<file path="src/rtl/aclint_mmio.sv">
// ACLINT MTIMER + MSWI for one hart: mtime, mtimecmp, msip behind a
// valid/ready bus with a 1-cycle response; drives mtip/msip levels.
//
// Ports:
//   clk, rst                       clock, sync active-high reset
//   req_valid/req_ready            request handshake
//   req_addr/req_wen/req_wdata/req_wmask  request payload
//   rsp_valid/rsp_rdata            one-cycle response strobe and load data
//   mtip, msip                     interrupt pending levels
module aclint_mmio #(
  parameter logic [63:0] BASE_ADDR = 64'h0000_0000_0200_0000,
  parameter int unsigned TICK_DIV  = 1
) (
  input  logic        clk,
  input  logic        rst,
  input  logic        req_valid,
  output logic        req_ready,
  input  logic [63:0] req_addr,
  input  logic        req_wen,
  input  logic [63:0] req_wdata,
  input  logic [7:0]  req_wmask,
  output logic        rsp_valid,
  output logic [63:0] rsp_rdata,
  output logic        mtip,
  output logic        msip
);

  typedef enum logic {IDLE, RESP} state_t;

  localparam logic [15:0] DIV_LAST = 16'(TICK_DIV - 1);

  state_t      state_q, state_d;
  logic [63:0] mtime_q, mtimecmp_q, rdata_q;
  logic [15:0] div_cnt_q;
  logic        msip_q, mtip_q;

  logic        accept, hit, tick;
  logic        sel_msip, sel_cmp, sel_time;
  logic [12:0] off;
  logic [63:0] bmask, rd_val;
  logic [63:0] cmp_new, time_new;
  logic        unused_ok;

  assign off      = req_addr[15:3];
  assign hit      = req_addr[63:16] == BASE_ADDR[63:16];
  assign sel_msip = hit && off == 13'h0000;
  assign sel_cmp  = hit && off == 13'h0800;
  assign sel_time = hit && off == 13'h17FF;
  assign tick     = div_cnt_q == DIV_LAST;
  assign accept   = req_ready && req_valid;

  assign unused_ok = ^req_addr[2:0];

  always_comb begin
    bmask = '0;
    for (int i = 0; i < 8; i++) begin
      bmask[i*8 +: 8] = {8{req_wmask[i]}};
    end
  end

  assign cmp_new  = (mtimecmp_q & ~bmask)
                  | (req_wdata & bmask);
  assign time_new = (mtime_q & ~bmask)
                  | (req_wdata & bmask);

  always_comb begin
    rd_val = '0;
    unique case (1'b1)
      sel_msip: rd_val = {63'b0, msip_q};
      sel_cmp:  rd_val = mtimecmp_q;
      sel_time: rd_val = mtime_q;
      default:  rd_val = '0;
    endcase
  end

  always_comb begin
    state_d   = state_q;
    req_ready = 1'b0;
    rsp_valid = 1'b0;
    unique case (state_q)
      IDLE: begin
        req_ready = 1'b1;
        if (req_valid) state_d = RESP;
      end
      RESP: begin
        rsp_valid = 1'b1;
        state_d   = IDLE;
      end
      default: state_d = IDLE;
    endcase
  end

  always_ff @(posedge clk) begin
    if (rst) begin
      state_q    <= IDLE;
      mtime_q    <= '0;
      mtimecmp_q <= '1;
      msip_q     <= 1'b0;
      mtip_q     <= 1'b0;
      div_cnt_q  <= '0;
      rdata_q    <= '0;
    end else begin
      state_q   <= state_d;
      div_cnt_q <= tick ? 16'd0 : div_cnt_q + 16'd1;
      // a store to mtime wins over a coincident tick
      if (accept && req_wen && sel_time)
        mtime_q <= time_new;
      else if (tick)
        mtime_q <= mtime_q + 64'd1;
      if (accept && req_wen && sel_cmp)
        mtimecmp_q <= cmp_new;
      if (accept && req_wen && sel_msip
          && req_wmask[0])
        msip_q <= req_wdata[0];
      mtip_q  <= mtime_q >= mtimecmp_q;
      rdata_q <= (accept && !req_wen)
               ? rd_val : '0;
    end
  end

  assign rsp_rdata = rdata_q;
  assign mtip      = mtip_q;
  assign msip      = msip_q;

endmodule
</file>
<file path="config.mk">
export PLATFORM = sky130hd
export DESIGN_NAME = aclint_mmio
export DESIGN_NICKNAME = d
export VERILOG_FILES = /design/src/rtl/aclint_mmio.sv
export SDC_FILE = /design/constraint.sdc
export NUM_CORES = 1
export LEC_CHECK = 0
export CORE_AREA = 3 3 134 162
export DETAILED_ROUTE_END_ITERATION = 10
export DIE_AREA = 0 0 137 165
export GPL_TIMING_DRIVEN = 1
export PLACE_DENSITY_LB_ADDON = 0.15
export SYNTH_ARGS = -nofsm -noshare
export SYNTH_HDL_FRONTEND = slang
export SYNTH_SLANG_ARGS = --single-unit
</file>
<file path="constraint.sdc">
create_clock -name clk -period 8.4 [get_ports clk]
set_clock_uncertainty 0.2 [all_clocks]
set_input_delay 2.1 -clock clk [delete_from_list [all_inputs] [get_ports clk]]
set_output_delay 2.1 -clock clk [all_outputs]
set_load 0.02 [all_outputs]
</file>
==> run summary, run 1 <==
The run gives 0.282 as the global-route usage over all layers. Final-report max-slew violation count: 0. The stage delay of the slowest cell on the critical path was 880 ps; the full die area was 0.0226 mm^2. The data required time of the critical path was 8630 ps; the largest buffer count on any clock path was 3. When the netlist entered floorplanning its net count stood at 1494. The async set or reset register ratio after synthesis was 0; the horizontal extent of the die was 137 um.

The repair_antennas step left the layout with diodes totalling 0. The cell with the biggest individual delay on the critical path was sky130_fd_sc_hd__clkdlybuf4s50_1. In this run the clock root is driven by a sky130_fd_sc_hd__clkbuf_16. The first global-routing pass estimated 52.3 mm of wire. The depth of the CTS H-tree is 1. The floorplan has 57 rows. For the worst slew margin relative to its limit, the log shows 0.169.

Worst min-delay path class: flip-flop to flip-flop. Clock latency on the worst-skew pair, taken at its later pin, is 520 ps. The pin count of the biggest net entering global routing was 79; the slew at the pin closest to its max-slew limit was 1230 ps. The sequential area share after synthesis was 0.380; the cell leakage power was 0.00606 uW. The logs give 0 ps for the accumulated negative setup slack and 5680 ps for the data arrival time of the critical path. Synthesis produced a netlist whose cell count is 1287. Using the TritonRoute via totals, the vias-per-cell ratio works out to 6.16. Count of maximum capacitance violations: 0.

Counting distinct cell types in the post-synthesis netlist gives 74. Setup repair after global routing left no endpoint under its margin. Count of antenna-violating nets left after detailed routing: 0.

The run gives 0.0140 mm^2 as the final design instance area without fill. The flow ran to the end, and the final reports show no timing, DRC or antenna violations. The via count of the first global-routing pass was 10400; the clock edge transition at the registers on the reported setup and hold paths was 60 ps. The synthesized design spends more area on one cell type than any other, namely sky130_fd_sc_hd__dfxtp_1. The worst setup path is of the input pin to flip-flop kind.

In the final routed layout, each cell accounts on average for 18.8 um. Starting utilization of the core area: 0.548. The final count of hold timing violations is 0.

The total of buffers placed on input and output ports was 204; the worst hold slack across all endpoints was 285 ps. The synthesized area per cell came out at 8.63 um^2. Yosys mapped a number of flops with a built-in enable equal to 0. The proportion of netlist area held by the largest area contributor works out to 0.380. The final estimated routing congestion in global placement was 0.900; the number of antenna violations at the first check in global routing was 0.

The fraction of final layout cells with drive strength greater than 1 was 0.0645. The most frequently used flop master after synthesis is sky130_fd_sc_hd__dfxtp_1. The critical path launch point type is an input pin. The tools report the number of gates given a new drive strength after cts as 0.

The post-route fraction of the period consumed by the critical path was 0.649. STA classifies the critical path endpoint as a flip-flop. For the overall routed net length, the log shows 32.7 mm. The number of clock sinks seen by CTS is 211. Setup violations remaining at the end of the flow were counted as 0.

The placed wire-length estimate after detailed placement is 23.1 mm, and the number of violations reported at the end of detailed-routing iteration 0 is 810. TritonCTS built the clock tree. In this run the cell area of the synthesized design comes to 0.0111 mm^2. The sum of internal, switching and leakage power was 2150 uW; the register bit count reported by yosys was 211. The area growth from synthesis to layout is 26.2%. For the hold buffer count at CTS, the log shows 0.

The commonest cells after synthesis are 211 x sky130_fd_sc_hd__dfxtp_1, 120 x sky130_fd_sc_hd__nor2_1, 113 x sky130_fd_sc_hd__nand2_1. The tools report the worst ir drop on vdd as 0.140 mV. Buffers added to address setup during post-CTS repair amount to 0. The signal on the critical path passes through clkdlybuf4s50_1, nand3b_1, or4_4, or4_1, o21ai_2, nor2_2, a2111oi_2. Dividing total power by cell area gives a power density of 153 mW/mm^2. The die height came out at 165 um. The clock period could shrink to 5450 ps.

Based on the critical path, the design can be clocked at up to 0.183 GHz. The routed layout has 10700 vias. The core footprint was 0.0203 mm^2.

In the post-synthesis netlist, the cell with the most instances is sky130_fd_sc_hd__dfxtp_1. The cell area reported after detailed placement was 0.0133 mm^2; the count of TritonRoute iterations in the first routing pass was 5. For this design the top-level I/O count stands at 208. Clock tree synthesis inserted a total of 23 buffers. The number of DRC violations after detailed routing is 0, and the largest fanout of any net on the critical path is 12.

Ranked by total cell area, the synthesized netlist is headed by sky130_fd_sc_hd__dfxtp_1 38%, sky130_fd_sc_hd__ha_1 7.5%, sky130_fd_sc_hd__mux2i_1 4.4%, sky130_fd_sc_hd__a22oi_1 4.4%, sky130_fd_sc_hd__nor2_1 4.1%. The tools report the total of warnings raised by yosys as 0. For this run the aggregate overflow at the end of global routing stands at 0. The final-stage net count was 1664.
-- worst max-delay path: cells and delay by family --
family / cells / cell delay [ps]
AO/OA/AOI/OAI: 2 / 970
buffers and inverters: 1 / 880
AND/OR/NAND/NOR: 4 / 1710
-- final timing paths --
kind	from	to	slack, ps	depth (start not counted)
setup / recovery	req_addr[14]	flip-flop	2950	7
hold / removal	div_cnt_q[0]	div_cnt_q[0]	290	1
setup reg to reg	div_cnt_q[0]	flip-flop	4710	8
hold reg to reg	div_cnt_q[0]	div_cnt_q[0]	290	1
-- area by class of cell --
| class | count | area [um^2] |
|---|---|---|
| Tap cell | 265 | 332 |
| Clock inverter | 11 | 113 |
| Fill cell | 1666 | 6230 |
| Multi-Input combinational cell | 925 | 6280 |
| Sequential cell | 211 | 4220 |
| Timing Repair Buffer | 215 | 2120 |
| Inverter | 81 | 304 |
| Clock buffer | 31 | 646 |
-- stage by stage --
| step | setup slack, ps | cells | util |
|---|---|---|---|
| after floorplan | 4090 | 1287 | - |
| after global placement | 2490 | 1697 | 0.655 |
| after detailed placement | 2460 | 1697 | 0.655 |
| after CTS | 2970 | 1739 | 0.692 |
| after global routing | 2820 | 1739 | 0.692 |
| final | 2950 | 1739 | 0.692 |
-- layer usage --
layer  part of all wire  vias up  track usage
li1                   -     5127            -
met1               0.41     5108        0.359
met2               0.50      400        0.491
met3              0.065       74       0.0356
met4              0.026        0       0.0989
met5                  0        -            0
-- cells by family after synthesis --
kind of cell               after synthesis  share of synthesized area
adders and majority gates               67                     0.0755
AOI/OAI and AO/OA                      265                      0.177
buffers and inverters                  151                     0.0555
and+or+nand+nor                        523                      0.250
xor gates and xnor gates                19                     0.0150
muxes                                   51                     0.0462
DFF                                    211                      0.380
-- cell usage in the layout (no fill, tap or decap), types with 8 or more instances in the layout --
cell / count
sky130_fd_sc_hd__xor2_1: 8
sky130_fd_sc_hd__inv_1: 80
sky130_fd_sc_hd__and2_1: 12
sky130_fd_sc_hd__a311oi_1: 10
sky130_fd_sc_hd__nor2_1: 120
sky130_fd_sc_hd__nand4_2: 10
sky130_fd_sc_hd__and3_1: 35
sky130_fd_sc_hd__a211oi_1: 36
sky130_fd_sc_hd__dfxtp_1: 211
sky130_fd_sc_hd__nand4_1: 35
sky130_fd_sc_hd__a21oi_1: 35
sky130_fd_sc_hd__nor3_1: 33
sky130_fd_sc_hd__buf_4: 11
sky130_fd_sc_hd__o31ai_1: 10
sky130_fd_sc_hd__nand3_1: 70
sky130_fd_sc_hd__o21ai_0: 29
sky130_fd_sc_hd__a31oi_1: 12
sky130_fd_sc_hd__clkbuf_16: 23
sky130_fd_sc_hd__xnor2_1: 11
sky130_fd_sc_hd__nand2_1: 113
sky130_fd_sc_hd__a22oi_1: 65
sky130_fd_sc_hd__nor4_1: 31
sky130_fd_sc_hd__clkdlybuf4s50_1: 203
sky130_fd_sc_hd__mux2i_1: 49
sky130_fd_sc_hd__and4_1: 14
sky130_fd_sc_hd__o211ai_1: 8
sky130_fd_sc_hd__ha_1: 67
-- where the power goes --
part	switching [uW]	internal, uW	leakage, uW
Combinational	48.9	66.0	0.00398
Clock	425	602	0.000382
Sequential	2.54	1000	0.00170
Total	476	1670	0.00606
Note: power is estimated with default switching activity, not from simulation.
==> run 2: changes to the inputs <==
Settings changed: CORE_AREA 3 3 134 162 to 3 3 137 165, DIE_AREA 0 0 137 165 to 0 0 140 168.
Clock period 8.4 ns to 5.2 ns, I/O delays scaled along.
==> run summary, run 2 (synthesis results as in run 1) <==
The core footprint is 0.0210 mm^2. The first-pass GRT wire length was 53.0 mm. The logs give 0 for the count of antenna-violating nets left after detailed routing and 208 for the boundary pin count.

In this run the vertical extent of the chip is 168 um. The post-route fraction of the period consumed by the critical path works out to 0.758. The critical path is of the input pin to flip-flop type. Depth of the CTS H-tree: 1. The critical path goes through clkdlybuf4s50_1, nor4_1, nand4_1, or4_1, nor2_1, o31ai_1, a311oi_1.

The count of maximum capacitance violations is 0. Final-stage net count: 1671. Subtracting the final worst setup slack from the clock period gives 3940 ps.

The worst slew margin relative to its limit was 0.215; the number of gates given a new drive strength after cts was 0. Clock-pin slew was measured on the worst setup and hold paths at 60 ps. The most common library cell in the layout ignoring fill and taps is sky130_fd_sc_hd__dfxtp_1. The logs give 0 for the hold buffer count at CTS and 23.4 mm for the placed wire-length estimate after detailed placement.

The hold path depth works out to 1. Power spread over the standard cell area amounts to 246 mW/mm^2. The worst hold path begins at div_cnt_q[0]. Summing all multi-input logic gate instances after layout gives 0.00628 mm^2. Detailed-route wire length per cell: 18.7 um. The area growth from synthesis to final layout was 26.9%; the number of clock sinks seen by CTS was 211.

The top cell types in the final layout, fill and taps aside, are 211 x sky130_fd_sc_hd__dfxtp_1, 203 x sky130_fd_sc_hd__clkdlybuf4s50_1, 120 x sky130_fd_sc_hd__nor2_1. STA classifies the critical path startpoint as an input pin. STA puts the critical path data arrival time at 4160 ps. The largest single stage delay on the critical path is 840 ps.

The total of buffers placed on input and output ports came out at 204. The global-route usage over all layers came out at 0.268. The filler cells instantiated in the layout total 1769. Setup repair after global routing left no endpoint under its margin.

The tools report the hold-critical path endpoint as div_cnt_q[0]. For the worst-skew pair, the clock arrives at the later sink with an insertion delay of 510 ps. The worst min-delay path class is flip-flop to flip-flop. The root cell of the clock tree is sky130_fd_sc_hd__clkbuf_16. The antenna diode count came out at 0.

For the final routed database, the setup TNS stands at 0 ps. Final count of hold timing violations: 0. On the critical path the largest part of the delay comes from simple AND/OR/NAND/NOR gates. The fraction of final layout cells with drive strength greater than 1 is 0.0677, and the final estimated routing congestion in global placement is 0.904. The cell with the biggest individual delay on the critical path was sky130_fd_sc_hd__or4_1. The data required time of the critical path came out at 5420 ps. After detailed routing, the number of vias per cell comes to 6.13. Aggregate global routing overflow: 0. The run gives 0.528 as the starting utilization of the core area.

The detailed router placed 10700 vias in this run. The tools report the number of antenna violations at the first check in global routing as 0. The die covers 0.0235 mm^2. For the cell row count, the log shows 58. The tools report the reg-to-reg startpoint as div_cnt_q[0].

Worst ir drop on vdd: 0.212 mV. The die is 140 um wide. Setup violations remaining at the end of the flow were counted as 0. Counting cells, the worst reg-to-reg path comes to 8. The logs give 1880 ps for the flop-to-flop setup slack and 0 for the final-report max-slew violation count. The logs give 54 for the pin count of the biggest net entering global routing and 275 ps for the worst hold slack across all endpoints. The largest fanout of any net on the critical path is 10, and the number of buffers created by CTS is 23. For the number of buffers inserted by post-CTS setup repair, the log shows 0. The overall routed net length is 32.8 mm, and the largest buffer count on any clock path is 3. The combined buffer and inverter count along the critical path was 1.

OpenSTA, run right after detailed placement, puts the worst setup slack at 764 ps. In this run the static leakage power is 0.00610 uW. Slew at the pin closest to its max-slew limit: 1170 ps. The via count of the first global-routing pass came out at 10300.

For the flip-flop and latch area, the log shows 0.00422 mm^2. TritonCTS built the clock tree. Before antenna repair, the detailed router went through 6 iterations.

In the post-route analysis, the smallest setup slack over all paths is 1260 ps. The maximum frequency from static timing analysis was 0.254 GHz. The flow ran to the end, and the final reports show no timing, DRC or antenna violations.

In the routed design, unresolved DRC markers number 0. The number of violations reported at the end of detailed-routing iteration 0 was 875. The critical path endpoint category was a flip-flop.
run 2: changes by cell type in the layout (fill, tap and decap cells not counted), sizes merged:
cell / change
buf: +7
clkbuf: +2
clkinv: -4
clkinvlp: +1
inv: -2
run 2: how the worst max path moves through the flow:
stage	slack (ps)	end	depth (start not counted)	startpoint
2_1_floorplan	1690	flip-flop	9	req_addr[21]
3_3_place_gp	820	flip-flop	7	req_addr[48]
3_5_place_dp	760	flip-flop	7	req_addr[48]
4_1_cts	1280	flip-flop	7	req_addr[48]
5_1_grt	1120	flip-flop	7	req_addr[61]
6_report	1260	flip-flop	7	req_addr[48]
run 2: layout make-up:
cell class,count,area share
Multi-Input combinational cell,925,0.446
Sequential cell,211,0.300
Timing Repair Buffer,222,0.155
Clock buffer,33,0.0485
Tap cell,270,0.0240
Inverter,81,0.0216
Clock inverter,6,0.00586
run 2: power by group:
| group | switching (uW) | total [uW] | internal (uW) | leakage [uW] |
|---|---|---|---|---|
| clock | 653 | 1660 | 1000 | 0.000377 |
| combinational | 78.1 | 186 | 108 | 0.00402 |
| sequential | 4.12 | 1620 | 1620 | 0.00170 |
run 2: metal layers:
layer / global-route usage / share of wire / up-vias
met3: 0.0267 / 0.060 / 45
met5: 0 / 0 / -
met2: 0.463 / 0.49 / 375
li1: - / - / 5134
met4: 0.0784 / 0.020 / 0
met1: 0.357 / 0.43 / 5163
run 2: worst register-to-register path, cell delays in order, from the launching register on:
cell and delay [ps]:
sky130_fd_sc_hd__dfxtp_1 340, sky130_fd_sc_hd__inv_1 70, sky130_fd_sc_hd__ha_1 150, sky130_fd_sc_hd__nor4b_1 300
sky130_fd_sc_hd__nand4_1 500, sky130_fd_sc_hd__buf_4 400, sky130_fd_sc_hd__a211oi_1 770, sky130_fd_sc_hd__a211oi_1 180
sky130_fd_sc_hd__nor4_1 310
run 2: metrics by stage:
step,area [um^2],power (uW),cells,util
3_5_place_dp,13300,1840,1709,0.634
5_1_grt,14100,3550,1748,0.670
4_1_cts,14100,3480,1748,0.670
6_report,14100,3470,1748,0.670
3_3_place_gp,13300,1840,1709,0.634
2_1_floorplan,11100,1700,1287,-
==> edit: new RTL, config.mk and constraints of run 2 <==
Make the reset (`rst`) asynchronous in one clocked block. Comments in the files are not updated.
--- a/src/rtl/aclint_mmio.sv
+++ b/src/rtl/aclint_mmio.sv
@@ -92,3 +92,3 @@
 
-  always_ff @(posedge clk) begin
+  always_ff @(posedge clk or posedge rst) begin
     if (rst) begin
Check against the original RTL: differs if rst is asserted again (counterexample within 4 cycles, from zero or initial values and one cycle with rst high); with rst held inactive, the same outputs for 4 cycles.
==> edit against run 2 <==
Total power shrank 1.9%; core utilization grew 3.2 points; sequential cell count unchanged; synthesized cell count fell by 8.2%; fmax decreased by 1.7%; routed wire length about the same; synthesized area rose by 5.4%; die area is the same; cell count down 4.8%; setup slack got worse by 69 ps; final area grew 4.8%.
==> edit: results (changes against run 2) <==
Global route
  – Vias in the first global route: 10100 (-2.8%)
  – Global-route wire length before repair: 53.2 mm (+0.38%)
  – Total track usage: 27.5% (+0.68 points)
  – Largest net degree at the start of global routing: 127 (+140%)

Cells and area
  – Post-route insts no fill: 1664 (-4.8%)
  – Share of post-route cells with drive strength above 1: 15.4% (+8.6 points)

Power
  – Clk power: 1.58 mW (-5%)
  – Peak VDD IR: 0.000239 V (+13%)
  – Sw Ratio: 21.6% (+0.42 points)
  – Net switching power figure: 0.735 mW (about the same)
  – Reg power frac: 48.4% (+1.6 points)

Synthesis
  – Top cells by area, synth: dfrtp_1 (31%), dfstp_2 (14%), ha_1 (7.2%)
  – Commonest cells in the netlist: dfrtp_1 (147), nor2_1 (140), inv_1 (75)
  – Synth cell types: 78 (+5.4%)
  – Seq/Total Area, Yosys: 45.8% (+7.7 points)
  – Ys async rst share: 100% (+100 points)
  – Net count after synthesis: 1389 (-7.0%)
  – Synth Instances: 1182 (-8.2%)

Critical path
  – Worst Path Max Fanout: 11 (+1)
  – FF-to-FF path depth: 7 (-1)
  – R2R setup slack: 2040 ps (+160 ps)
  – Crit path DAT: 4180 ps (+20 ps)

Timing
  – Worst Max-Slew Pin Slew: 776 ps (-391 ps)
  – Hold slack: 302 ps (+27.1 ps)

Worst hold path
  – Hold Crit Endpoint: div_cnt_q[14]$_DFF_PP0_
  – Hold wc startpoint: div_cnt_q[14]$_DFF_PP0_

Placement
  – Placer congestion estimate: 0.921 (+1.9%)
  – Dpl cell area: 0.0141 mm2 (+5.4%)
  – Pre-CTS setup slack: 723 ps (-41.5 ps)
  – Post-detail-place hpwl: 23.6 mm (+0.87%)
  – Dpl cells: 1623 (-5.0%)

Status
  – Status: completed

Detailed routing
  – Drt first pass iters: 5 (-1)
  – DR iter-0 viols: 881 (+0.69%)
  – Vias: 10200 (-4.5%)
==> edit: changes by cell type in the layout (fill, tap and decap cells not counted), moves of 27 or more <==
cell	before	now
dfstp_2	0	64
mux2_2	2	66
dfrtp_1	0	147
a21oi_1	35	62
mux2i_1	49	5
dfxtp_1	211	0
nand2_1	113	63
==> edit: worst max-delay path by stage <==
stage                      start   endpoint  slack [ps]
detailed placement  req_addr[33]   register         720
global route        req_addr[53]   register        1090
global placement    req_addr[53]   register         750
CTS                 req_addr[33]   register        1250
finish              req_addr[33]   register        1190
floorplan                    rst  async pin        1010
==> edit: cells by family after synthesis <==
group                      after synthesis  share of synthesized area [%]
xor gates and xnor gates                14                           1.05
buffers and inverters                  122                           4.25
and+or+nand+nor                        432                           19.6
DFF                                    211                           45.8
adders and majority gates               67                           7.16
AOI/OAI and AO/OA                      265                           15.4
muxes                                   71                           6.77
==> edit: final cells by class <==
class / count / area [um2]
clock buffers: 30 / 602
clock inverters: 11 / 118
fillers: 1628 / 6270
inverters: 75 / 285
multi-input cells: 849 / 5880
flip-flops and latches: 211 / 5360
well taps: 270 / 338
repair buffers: 218 / 2200
==> edit: critical path, cell delays in order <==
cell and delay (ps):
clkdlybuf4s50_1 400, nor4_1 340, nand4_1 280, or3_1 720, o21ai_2 420, buf_4 290
nor2_1 80, a221oi_1 250, a311oi_1 80
==> edit: per-layer routing <==
metal | wire length [um] | global-route usage, % | part of all wire [%]
met1 | 13200 | 35.6 | 40
met2 | 16900 | 48.9 | 52
met3 | 1730 | 3.10 | 5.3
met4 | 879 | 7.71 | 2.7
met5 | 0 | 0 | 0
